==> config.mk <==
export PLATFORM = sky130hd
export DESIGN_NAME = lif_layer
export DESIGN_NICKNAME = d
export VERILOG_FILES = /design/src/rtl/snn_pkg.sv /design/src/rtl/lif_datapath.sv /design/src/rtl/lif_layer.sv
export SDC_FILE = /design/constraint.sdc
export NUM_CORES = 1
export LEC_CHECK = 0
export CORE_ASPECT_RATIO = 2
export CORE_MARGIN = 2
export CORE_UTILIZATION = 50
export DETAILED_ROUTE_END_ITERATION = 6
export PLACE_DENSITY = 0.67
export SYNTH_ARGS = -nofsm -noshare
export SYNTH_HDL_FRONTEND = slang
export SYNTH_SLANG_ARGS = --single-unit
==> constraint.sdc <==
create_clock -name clk_i -period 15.4 [get_ports clk_i]
set_clock_uncertainty 0.1 [all_clocks]
set_input_delay 2.31 -clock clk_i [delete_from_list [all_inputs] [get_ports clk_i]]
set_output_delay 2.31 -clock clk_i [all_outputs]
set_load 0.005 [all_outputs]
==> src/rtl/snn_pkg.sv <==
// Shared types and helpers for the spiking-neuron layer.
//   lif_state_e : layer sequencer states
//   BETA_FRAC   : fractional bits of the unsigned leak factor
//   sat_add     : signed add clamped to a caller-chosen word width
package snn_pkg;

  typedef enum logic [1:0] {
    StIdle,
    StUpdate,
    StDone
  } lif_state_e;

  localparam int unsigned BETA_FRAC = 8;

  // Adds two sign-extended words and clamps the sum to
  // [-2^(width-1), 2^(width-1)-1]. Callers keep the low width bits.
  function automatic logic signed [31:0] sat_add(input logic signed [31:0] a,
                                                 input logic signed [31:0] b,
                                                 input int unsigned width);
    logic signed [32:0] sum;
    logic signed [32:0] hi;
    logic signed [32:0] lo;
    sum = {a[31], a} + {b[31], b};
    hi  = (33'sd1 <<< (width - 1)) - 33'sd1;
    lo  = -(33'sd1 <<< (width - 1));
    if (sum > hi) begin
      sum = hi;
    end else if (sum < lo) begin
      sum = lo;
    end
    return sum[31:0];
  endfunction

endpackage

==> src/rtl/lif_datapath.sv <==
// Combinational leaky integrate-and-fire update for a single neuron.
//   v_i, i_i       : current membrane and accumulated input current (signed)
//   beta_i         : unsigned leak factor, value/256
//   v_th_i         : signed firing threshold (>0)
//   reset_mode_i   : 0 = reset to zero after a spike, 1 = subtract threshold
//   v_next_o       : membrane value to write back
//   spike_o        : neuron fires this step
module lif_datapath
  import snn_pkg::*;
#(
  parameter int unsigned WIDTH = 8
) (
  input  logic signed [WIDTH-1:0] v_i,
  input  logic signed [WIDTH-1:0] i_i,
  input  logic        [7:0]       beta_i,
  input  logic signed [WIDTH-1:0] v_th_i,
  input  logic                    reset_mode_i,
  output logic signed [WIDTH-1:0] v_next_o,
  output logic                    spike_o
);

  localparam int unsigned PW = WIDTH + 9;

  logic signed [PW-1:0]    v_ext;
  logic signed [PW-1:0]    beta_ext;
  logic signed [PW-1:0]    prod;
  logic signed [PW-1:0]    leak_full;
  logic signed [WIDTH-1:0] leak;
  logic signed [31:0]      u_wide;
  logic signed [WIDTH-1:0] u;
  logic                    unused_bits;

  assign v_ext     = PW'(v_i);
  assign beta_ext  = PW'($signed({1'b0, beta_i}));
  assign prod      = v_ext * beta_ext;
  // Arithmetic shift floors toward -inf; |v*beta/256| < |v| so it fits WIDTH.
  assign leak_full = prod >>> BETA_FRAC;
  assign leak      = leak_full[WIDTH-1:0];

  assign u_wide = sat_add(32'(leak), 32'(i_i), WIDTH);
  assign u      = u_wide[WIDTH-1:0];

  assign spike_o = (u >= v_th_i);

  // u >= v_th > 0 on a spike, so u - v_th cannot overflow.
  always_comb begin
    v_next_o = u;
    if (spike_o) begin
      v_next_o = reset_mode_i ? (u - v_th_i) : '0;
    end
  end

  assign unused_bits = ^{leak_full[PW-1:WIDTH], u_wide[31:WIDTH]};

endmodule

==> src/rtl/lif_layer.sv <==
// Time-multiplexed layer of leaky integrate-and-fire neurons.
//   clk_i, rst_ni       : clock, asynchronous active-low reset
//   clear_i             : synchronous clear of all neuron state, highest priority
//   beta_i, v_th_i,
//   reset_mode_i        : leak factor, threshold, spike reset mode
//   acc_valid_i/ready_o,
//   acc_idx_i, acc_weight_i : weight accumulate port (accepted only while idle)
//   step_start_i        : run one timestep over all neurons, one per cycle
//   busy_o              : neurons are being updated
//   step_done_o         : one-cycle pulse when spikes_o/spike_count_o are new
//   spikes_o, spike_count_o : spike vector of last completed step and its popcount
//   rd_idx_i, rd_vmem_o : registered membrane readback (write-first)
module lif_layer
  import snn_pkg::*;
#(
  parameter int unsigned N_NEURONS = 16,
  parameter int unsigned WIDTH     = 8,
  parameter int unsigned IDX_W     = $clog2(N_NEURONS)
) (
  input  logic                    clk_i,
  input  logic                    rst_ni,
  input  logic                    clear_i,
  input  logic        [7:0]       beta_i,
  input  logic signed [WIDTH-1:0] v_th_i,
  input  logic                    reset_mode_i,
  input  logic                    acc_valid_i,
  output logic                    acc_ready_o,
  input  logic        [IDX_W-1:0] acc_idx_i,
  input  logic signed [WIDTH-1:0] acc_weight_i,
  input  logic                    step_start_i,
  output logic                    busy_o,
  output logic                    step_done_o,
  output logic    [N_NEURONS-1:0] spikes_o,
  output logic        [IDX_W:0]   spike_count_o,
  input  logic        [IDX_W-1:0] rd_idx_i,
  output logic signed [WIDTH-1:0] rd_vmem_o
);

  lif_state_e state_q, state_d;
  logic [IDX_W-1:0] n_q, n_d;

  logic signed [WIDTH-1:0] v_q [N_NEURONS];
  logic signed [WIDTH-1:0] v_d [N_NEURONS];
  logic signed [WIDTH-1:0] i_q [N_NEURONS];
  logic signed [WIDTH-1:0] i_d [N_NEURONS];

  logic [N_NEURONS-1:0]    s_next_q, s_next_d;
  logic [N_NEURONS-1:0]    spikes_q, spikes_d;
  logic [IDX_W:0]          spike_count_q, spike_count_d;
  logic signed [WIDTH-1:0] rd_vmem_q, rd_vmem_d;

  logic signed [WIDTH-1:0] dp_v_next;
  logic                    dp_spike;
  logic signed [31:0]      acc_sum;
  logic [IDX_W:0]          pop;
  logic                    unused_acc;

  lif_datapath #(
    .WIDTH(WIDTH)
  ) u_datapath (
    .v_i         (v_q[n_q]),
    .i_i         (i_q[n_q]),
    .beta_i      (beta_i),
    .v_th_i      (v_th_i),
    .reset_mode_i(reset_mode_i),
    .v_next_o    (dp_v_next),
    .spike_o     (dp_spike)
  );

  assign unused_acc = ^acc_sum[31:WIDTH];

  always_comb begin
    state_d       = state_q;
    n_d           = n_q;
    v_d           = v_q;
    i_d           = i_q;
    s_next_d      = s_next_q;
    spikes_d      = spikes_q;
    spike_count_d = spike_count_q;
    acc_ready_o   = 1'b0;
    busy_o        = 1'b0;
    step_done_o   = 1'b0;
    acc_sum       = '0;
    pop           = '0;

    unique case (state_q)
      StIdle: begin
        acc_ready_o = 1'b1;
        if (acc_valid_i) begin
          acc_sum             = sat_add(32'(i_q[acc_idx_i]), 32'(acc_weight_i), WIDTH);
          i_d[acc_idx_i]      = acc_sum[WIDTH-1:0];
        end
        // Weight accepted on the same edge lands before neuron 0 is read.
        if (step_start_i) begin
          state_d = StUpdate;
          n_d     = '0;
        end
      end
      StUpdate: begin
        busy_o        = 1'b1;
        v_d[n_q]      = dp_v_next;
        i_d[n_q]      = '0;
        s_next_d[n_q] = dp_spike;
        if (n_q == IDX_W'(N_NEURONS - 1)) begin
          state_d = StDone;
          // Publish on the edge into DONE so spikes are valid with step_done.
          for (int k = 0; k < N_NEURONS; k++) begin
            pop = pop + {{IDX_W{1'b0}}, s_next_d[k]};
          end
          spikes_d      = s_next_d;
          spike_count_d = pop;
        end else begin
          n_d = n_q + 1'b1;
        end
      end
      StDone: begin
        step_done_o = 1'b1;
        state_d     = StIdle;
      end
      default: state_d = StIdle;
    endcase

    if (clear_i) begin
      state_d       = StIdle;
      n_d           = '0;
      step_done_o   = 1'b0;
      s_next_d      = '0;
      spikes_d      = '0;
      spike_count_d = '0;
      for (int k = 0; k < N_NEURONS; k++) begin
        v_d[k] = '0;
        i_d[k] = '0;
      end
    end

    // Reading the next-state array gives write-first readback.
    rd_vmem_d = v_d[rd_idx_i];
  end

  always_ff @(posedge clk_i or negedge rst_ni) begin
    if (!rst_ni) begin
      state_q       <= StIdle;
      n_q           <= '0;
      s_next_q      <= '0;
      spikes_q      <= '0;
      spike_count_q <= '0;
      rd_vmem_q     <= '0;
      for (int k = 0; k < N_NEURONS; k++) begin
        v_q[k] <= '0;
        i_q[k] <= '0;
      end
    end else begin
      state_q       <= state_d;
      n_q           <= n_d;
      s_next_q      <= s_next_d;
      spikes_q      <= spikes_d;
      spike_count_q <= spike_count_d;
      rd_vmem_q     <= rd_vmem_d;
      v_q           <= v_d;
      i_q           <= i_d;
    end
  end

  assign spikes_o      = spikes_q;
  assign spike_count_o = spike_count_q;
  assign rd_vmem_o     = rd_vmem_q;

endmodule
; ---- Yosys cells after proc, flatten, opt, wreduce, memory -nomap -nowiden
; Index checks and enable logic that the tools add are counted.
[totals]
out_inout_bits = 32
memories = 0
mem_bits_ro = 0
ram_bits = 0
elab_cells = 147
latch_bits = 0
input_bits = 38
ff_bits = 307
[op_classes]
addsub = 19
n_mux = 54
div_mod_pow = 0
n_eq_ne = 7
n_reduce_logical = 11
n_lt_le_gt_ge = 12
shift = 0
bitwise = 5
n_mul = 1
[ops]
columns = op, n
row1 = 128-bit 2-to-1 mux, 4
row2 = 128-bit bitwise mux, 2
row3 = 128-bit case mux with 2 select lines, 1
row4 = 8-bit 2-to-1 mux, 18
row5 = 128-bit AND, 1
row6 = 8-bit binary-select mux with 4-bit select, 4
row7 = 128-bit NOT, 1
row8 = 16-bit 2-to-1 mux, 5
row9 = 8-bit demux with 4-bit select, 2
row10 = 5-bit by 1-bit adder with 5-bit output, 11
row11 = 8-bit by 8-bit adder with 9-bit output, 2
row12 = 9-bit by 8-bit > comparator with 1-bit output (second input constant), 2
row13 = 9-bit by 8-bit less-than comparator with 1-bit output (second input constant), 2
row14 = 16-bit bitwise mux, 1
row15 = 8-bit by 9-bit multiplier with 16-bit output, 1
row16 = 5-bit >= comparator (second input constant), 3
row17 = 5-bit 2-to-1 mux, 3
row18 = 4-bit NOT with 5-bit output, 3
row19 = 4-bit 2-to-1 mux, 3
row20 = 3-bit != test (second input constant), 4
row21 = 5-bit by 1-bit less-than comparator with 1-bit output (second input constant), 2
row22 = 8-bit >= comparator, 1
row23 = 4-bit case mux with 2 select lines, 1
row24 = 8-bit subtractor, 1
row25 = 20 further kinds, 31

; ---- Logic depth before layout (Yosys ltp)
; Gate-level depths: netlist of run 1.
[depth]
depth_word = 29
mapped_depth = 53
depth_no_buf = 47

; ---- Modules after synthesis
; A second synthesis of run 1 with hierarchy kept.
[hier_totals]
cells_unflattened = 1932
hier_area_um2 = 20210.6
[modules_own_cells]
columns = mod, area_each_um2, n_inst, seq_area_each_um2, cells_each
row1 = lif_layer, 17105.2, 1, 7682.4, 1550
row2 = lif_datapath, 3105.5, 1, 0.0, 382

; ---- Least setup slack after synthesis of run 1
; Ideal clock, no wire load.
[synth_path]
path_type = reg2reg
from = register n_q[0]
to = register spike_count_q[4] (netlist: spike_count_o[4])
required_time_ns = 15.168
synth_period_minus_slack_ns = 13.159
setup_slack_ns = 2.241
n_path_buf = 5
setup_ns = 0.132
t_arrival_ns = 12.927
path_stages_with_launch = 50
cell_sequence = dfrtp_1 -> clkbuf_1 -> buf_2 -> buf_1 -> mux4_2 -> mux4_2 -> and2_1 -> fa_1 -> inv_1 -> fa_1 -> inv_1 -> fa_1 -> fa_1 -> ha_1 -> nor2b_1 -> o21a_1 -> o311a_1 -> o21a_1 -> (+14 left out) -> o31ai_2 -> clkbuf_1 -> clkbuf_1 -> nor2_1 -> a21oi_1 -> inv_1 -> fa_1 -> fa_1 -> inv_1 -> fa_1 -> fa_1 -> inv_1 -> ha_1 -> fa_1 -> a21oi_1 -> nor3b_1 -> a21oi_1 -> nor2_1
[synth_via]
elab_chain_cells = 29
word_cells_on_any_way = 41
classes_between = add/sub (16) / mul (1) / order compare (5) / eq/ne (1) / mux (14) / bitwise (1) / reduce/logical (3)
[synth_rtl]
columns = element, line_no
row1 = "start, declared", lif_layer.sv:40  ; logic [IDX_W-1:0] n_q, n_d;
row2 = "start signal, assigned", lif_layer.sv:154  ; n_q <= n_d;
row3 = 4-bit NOT with 5-bit output (implied by the code), "lif_layer.sv:61, lif_layer.sv:62"
row4 = 8-bit binary-select mux with 4-bit select, lif_layer.sv:61  ; .v_i (v_q[n_q]),
row5 = 8-bit 2-to-1 mux (implied by the code) (2 in series), lif_layer.sv:61
row6 = 8-bit by 9-bit multiplier with 16-bit output, lif_datapath.sv:35  ; assign prod = v_ext * beta_ext;
row7 = 8-bit by 8-bit adder with 9-bit output, snn_pkg.sv:23  ; sum = {a[31], a} + {b[31], b};
row8 = 9-bit by 8-bit less-than comparator with 1-bit output, snn_pkg.sv:28  ; end else if (sum < lo) begin
row9 = 8-bit 2-to-1 mux, snn_pkg.sv:28
row10 = 8-bit 2-to-1 mux, snn_pkg.sv:26  ; if (sum > hi) begin
row11 = (+2 left out), n/a
row12 = 1-bit by 1-bit adder with 2-bit output, lif_layer.sv:108  ; pop = pop + {{IDX_W{1'b0}}, s_next_d[k]};
row13 = 2-bit by 1-bit adder with 3-bit output, lif_layer.sv:108
row14 = 3-bit by 1-bit adder with 4-bit output, lif_layer.sv:108
row15 = 4-bit by 1-bit adder with 5-bit output, lif_layer.sv:108
row16 = 5-bit by 1-bit adder with 5-bit output (11 in series), lif_layer.sv:108
row17 = 5-bit 2-to-1 mux, lif_layer.sv:104  ; if (n_q == IDX_W'(N_NEURONS - 1)) begin
row18 = 5-bit 2-to-1 mux, lif_layer.sv:86  ; unique case (state_q)
row19 = 5-bit 2-to-1 mux, lif_layer.sv:123  ; if (clear_i) begin
row20 = "end signal, assigned", lif_layer.sv:157  ; spike_count_q <= spike_count_d;
row21 = "end, declared", lif_layer.sv:49  ; logic [IDX_W:0] spike_count_q, spike_count_d;
; Parallel ways exist; a longest one is shown, timed or not. The select of a mux whose other input is x is not followed.
; A chain may end at the register's enable or synchronous reset.

; ---- Worst setup path after layout of run 1
; Same ends and word-level chain as after synthesis.

==> flow_summary.ini, run 1 <==
[outcome]
status = finished clean

[route]
wl_um = 68840
drt_iter0_drc = 1473
drtAntennaViolNets = 0
num_vias = 17450
dr.pass1.iters = 5
via_per_inst = 6.556
wire_per_inst_um = 25.86
route.detailed.drc = 0

[final_layout]
area_delta_synth_final_pct = 10.34
fillers = 3557
final_cells = 2662
final_common_cell = dfrtp_1
layout-drive-gt1-share_pct = 11.87
diodes = 0
stdcell_area_um2 = 22420
layout_common_cells = dfrtp_1, nor2_1, nand2_1
nets = 2268

[synth]
ys_async_sr_fraction_pct = 100.0
ys.flop_type = dfrtp_1
synth-edff-count = 0
syn_area_um2 = 20320
syn_avg_cell_area_um2 = 9.686
synth_seq_area_share_pct = 37.80
yosysWarnings = 0
synth_fp_nets = 2255
yosysUniqueCellTypes = 86
ys_seq_elements = 307
syn-instance-count = 2098

[hold_path]
holdPathEnd = i_q[78]
hp-class = reg -> reg
min_from = i_q[78]
hold_path_depth = 2

[global_route]
grt.total_usage_pct = 32.70
grt_pass1_wl_um = 105600
grt-ovfl-total = 0
grt_antenna_before_repair = 0
grt_max_degree = 88
grt_pass1_vias = 17850

[cts]
clk_pin_slew_ns = 0.07
cts.repair.resized = 0
root_buffer = clkbuf_16
clkSinkCount = 307
cts_buffers = 29
h-tree-depth = 1
postCtsSetupBuffers = 0
cts_hold_buf = 0
cts_tree = built
clock_latency_ns = 0.60
clockBufferDepth = 3

[setup_path]
worstPathMaxFanout = 33
worstPathRequired_ns = 15.77
r2r_start = n_q[0]
critPathKind = reg -> reg
rrSetupSlack_ns = 1.92
endpoint_kind = flip-flop
critPathMostFrequentCell = fa_1
cp_slowest_cell = dfrtp_4
rr_endpoint = spike_count_o[4]
reg2reg_depth = 44
max_stage_delay_ns = 0.96
cp_data_arrival_time_ns = 13.85
startpoint_type = flip-flop

[die]
die_width_um = 146.6
die-area_um2 = 42370
placementRows = 104
initial_utilization_pct = 50.54
ios = 70
core_region_area_um2 = 40210
die_h_um = 289.1

[sta]
hold_viol = 0
tightest_slew_ns = 1.308
post-route-period-util_pct = 87.56
max_freq_mhz = 74.16
fin_ws_ns = 1.916
slew_viol_final = 0
rsz0062_at_grt = no
slew_headroom_pct = 12.51
finalSetupViolations = 0
min_period_ns = 13.48
final.setup.tns_ns = 0

[placement]
place.gp.congestion = 0.9412
dp_hpwl_um = 49380
place_worst_setup_slack_ns = 1.492
placement.io_buffers = 69
placed_cells = 2610
placed_cell_area_um2 = 21530

[power_and_ir_drop]
ir_drop_v = 0.00008697
power.density_nw_per_um2 = 95.55
p_leak_nw = 9.416
p_total_mw = 2.143

[job]
cap_violations = 0
[critical path: cells and delay by family (launching register included)]
kind | cells | cell delay (ns)
AO/OA/AOI/OAI | 12 | 3.34
XOR/XNOR | 1 | 0.12
AND/OR/NAND/NOR | 9 | 1.53
multiplexers | 2 | 1.28
buffers and inverters | 6 | 0.41
adder cells (fa/ha/maj) | 14 | 5.58
flip-flops | 1 | 0.96
[flip-flops by register name, indices dropped and copies added, names as in the netlist]
signal         count
v_q              128
state_q            2
spike_count_o      5
i_q              128
rd_vmem_o          8
n_q                4
s_next_q          16
spikes_o          16
[power breakdown]
part	internal, mW	switching, mW
Clock	0.375	0.334
Sequential	0.820	0.0146
Combinational	0.197	0.402
[cell type report]
type                            count  area [um^2]  area share [%]
Clock buffer                       38        779.5           3.476
Clock inverter                     14        117.6          0.5245
Inverter                           85        319.1           1.423
Multi-Input combinational cell   1565        11760           52.46
Sequential cell                   307         7687           34.28
Tap cell                          530        663.1           2.957
Timing Repair Buffer              123         1092           4.871
[Yosys cell counts, types with 10 or more instances]
master / n / area share [%]
dfrtp_1: 307 / 38
nor2_1: 266 / 4.9
nand2_1: 239 / 4.4
o21ai_0: 190 / 4.7
a211oi_1: 127 / 4.7
mux4_2: 119 / 13
clkbuf_1: 105 / 1.9
a21oi_1: 85 / 2.1
inv_1: 84 / 1.6
ha_1: 71 / 4.4
fa_1: 48 / 4.7
and2_1: 44 / 1.4
nor3_1: 44 / 1.1
nand3_1: 41 / 1.0
nor2b_1: 29 / 0.89
buf_1: 21 / 0.39
mux2i_1: 20 / 0.99
o21ai_1: 19 / 0.47
xnor2_1: 17 / 0.73
nand2b_1: 13 / 0.40
buf_2: 11 / 0.27
a31oi_1: 10 / 0.31
and3_1: 10 / 0.31
o32ai_1: 10 / 0.43
[layer usage]
metal,track usage (%),wire [um]
met5,0,0
met4,27.35,6820
met3,3.764,3831
met2,57.33,35040
met1,35.42,23150
[worst max-delay path by stage]
stage	slack, ns	from	cells after the start	endpoint
floorplan	2.24	n_q[0]	49	spike_count_o[4]
detailed placement	1.49	beta_i[5]	43	spike_count_o[4]
CTS	1.93	n_q[0]	44	spike_count_o[4]
finish	1.92	n_q[0]	44	spike_count_o[4]
global route	1.16	n_q[0]	44	spike_count_o[3]
global placement	1.61	beta_i[5]	43	spike_count_o[4]
[stage by stage]
stage | utilization [%] | hold slack [ns]
6_report | 55.77 | 0.4017
5_1_grt | 55.77 | 0.4277
4_1_cts | 55.77 | 0.4026
3_5_place_dp | 53.54 | 0.3876
3_3_place_gp | 53.54 | 0.3744
2_1_floorplan | - | 0.3609
[cells by family (layout without fill, tap and decap cells)]
kind of cell | count (synthesis) | in the layout | synth area share (%)
flip-flops | 307 | 307 | 37.80
multiplexers | 140 | 140 | 14.23
buffers and inverters | 226 | 260 | 4.390
AND/OR/NAND/NOR | 729 | 729 | 15.92
XOR/XNOR | 21 | 21 | 0.9050
AO/OA/AOI/OAI | 553 | 553 | 17.50
adder cells (fa/ha/maj) | 122 | 122 | 9.260
Note: power is estimated with default switching activity, not from simulation.
==> run 2: changes to the inputs <==
--- a/config.mk
+++ b/config.mk
@@ -7,9 +7,8 @@
 export LEC_CHECK = 0
 export CORE_ASPECT_RATIO = 2
 export CORE_MARGIN = 2
-export CORE_UTILIZATION = 50
+export CORE_UTILIZATION = 25
 export DETAILED_ROUTE_END_ITERATION = 6
-export PLACE_DENSITY = 0.67
 export SYNTH_ARGS = -nofsm -noshare
 export SYNTH_HDL_FRONTEND = slang
 export SYNTH_SLANG_ARGS = --single-unit
==> constraint.sdc (replaced) <==
create_clock -name clk_i -period 15.4 [get_ports clk_i]
set_clock_uncertainty 0.1 [all_clocks]
set_input_delay 2.31 -clock clk_i [delete_from_list [all_inputs] [get_ports clk_i]]
set_output_delay 2.31 -clock clk_i [all_outputs]
set_load 0.02 [all_outputs]
==> run 2 against run 1 <==
Maximum frequency shrank 1.6%. Design area grew 3.0%. Routed wire length grew 8.4%. Hold slack lost 0.0023 ns. Die area grew 98%. Largest power group unchanged.
==> flow_summary.ini, run 2 (same netlist as run 1, synthesis figures left out) <==
[setup_path]
crit_start = n_q[0]
rrSetupSlack_ns = 1.70
endpoint_kind = flip-flop
startpoint_type = flip-flop
reg2reg_depth = 44
r2r_start = n_q[0]
critPathCapture = spike_count_o[4]
cp_data_arrival_time_ns = 14.05
cp_slowest_cell = dfrtp_4
worstPathRequired_ns = 15.75
critPathMostFrequentCell = fa_1
worstPathMaxFanout = 38
max_stage_delay_ns = 0.97
critPathKind = reg -> reg
rr_endpoint = spike_count_o[4]

[global_route]
grt_pass1_wl_um = 112300
grt_antenna_before_repair = 4
grt-ovfl-total = 0
grt_pass1_vias = 17570
grt.total_usage_pct = 17.91
grt_max_degree = 165

[cts]
clk_pin_slew_ns = 0.07
postCtsSetupBuffers = 0
h-tree-depth = 1
clockBufferDepth = 3
cts_buffers = 27
cts_tree = built
root_buffer = clkbuf_16
cts.repair.resized = 0
clock_latency_ns = 0.61
cts_hold_buf = 0
clkSinkCount = 307

[route]
drt_iter0_drc = 1237
wl_um = 74640
wire_per_inst_um = 23.52
route.detailed.drc = 0
num_vias = 16970
drtAntennaViolNets = 0
dr.pass1.iters = 5
via_per_inst = 5.347

[final_layout]
fillers = 8404
final_common_cell = dfrtp_1
area_delta_synth_final_pct = 13.62
final_cells = 3173
diodes = 0
multiInputGateArea_um2 = 11760
nets = 2267
reg_top3 = i_q (128), v_q (128)
layout_common_cells = dfrtp_1, nor2_1, nand2_1
seq_area_um2 = 7687
layout-drive-gt1-share_pct = 11.97

[sta]
hold_viol = 0
max_freq_mhz = 72.98
slew_headroom_pct = 16.86
rsz0062_at_grt = no
finalSetupViolations = 0
final.setup.tns_ns = 0
post-route-period-util_pct = 88.98
tightest_slew_ns = 1.247
slew_viol_final = 0
holdWs_ns = 0.3995
fin_ws_ns = 1.697
min_period_ns = 13.70

[hold_path]
hold_path_depth = 2
hp-class = reg -> reg

[die]
die_width_um = 205.6
placementRows = 147
core_region_area_um2 = 80380
ios = 70
die-area_um2 = 83720
die_h_um = 407.2
initial_utilization_pct = 25.28

[outcome]
status = finished clean

[power_and_ir_drop]
pwr-share-clk_pct = 33.5
p_seq_share_pct = 38.5
sw_frac_of_total_pct = 35.24
p_leak_nw = 9.428
combPwrFrac_pct = 28.0
p_total_mw = 2.168
switchingPower_mw = 0.7641
p_int_mw = 1.404
ir_drop_v = 0.00008137
power.density_nw_per_um2 = 93.90

[placement]
place.gp.congestion = 0.9521
dp_hpwl_um = 54500
placed_cells = 3124
place_worst_setup_slack_ns = 1.243
placement.io_buffers = 69

[job]
cap_violations = 0
## run 2: changes by cell type in the layout (fill, tap and decap cells not counted)
cell and change:
buf_12 +1, inv_2 +1, inv_16 -1, clkinv_4 +1, clkinv_1 -1, clkbuf_1 -3
clkbuf_8 +4, bufinv_16 +1, clkinv_2 -5, inv_6 +2, clkbuf_16 -2
## run 2: area by class of cell
type	count	area share [%]
Clock inverter	12	0.5581
Clock buffer	37	3.349
Inverter	85	1.382
Timing Repair Buffer	124	4.817
Tap cell	1043	5.652
Sequential cell	307	33.29
Multi-Input combinational cell	1565	50.95
## run 2: how the worst min path moves through the flow
stage                        start  endpoint  slack, ns
after floorplan           i_q[104]  i_q[104]       0.36
after detailed placement  i_q[106]  i_q[106]       0.39
after global placement    i_q[110]  i_q[110]       0.37
final                      i_q[45]   i_q[45]       0.40
after global routing      i_q[113]  i_q[113]       0.42
after CTS                 i_q[106]  i_q[106]       0.40
## run 2: layer usage
metal  wire length (um)  global-route usage, %  up-vias
met1              25230                  18.61     8479
met3               3785                  2.356      252
met5                 45                      0        -
met2              38950                  31.98      622
li1                   -                      -     7606
met4               6630                  14.05        8
## run 2: power groups by stage
| stage | combinational, mW | clock (mW) | sequential [mW] |
|---|---|---|---|
| finish | 0.608 | 0.727 | 0.834 |
| global route | 0.664 | 0.769 | 0.836 |
| CTS | 0.610 | 0.737 | 0.834 |
| detailed placement | 0.607 | 0 | 0.850 |
| global placement | 0.604 | 0 | 0.849 |
| floorplan | 0.400 | 0 | 0.844 |
## run 2: critical path: cells and delay by family, from the launching register on
family / cells / cell delay [ns]
mux: 2 / 1.38
compound gates: 12 / 3.47
xor+xnor: 1 / 0.14
fa+ha+maj: 14 / 5.51
flops: 1 / 0.97
buf+inv: 6 / 0.40
simple gates: 9 / 1.50
## run 2: through the flow
step                      util (%)  instance area, um^2
after detailed placement     27.60                22190
final                        28.73                23090
after global placement       27.60                22190
after CTS                    28.73                23090
after floorplan                  -                20320
after global routing         28.73                23090
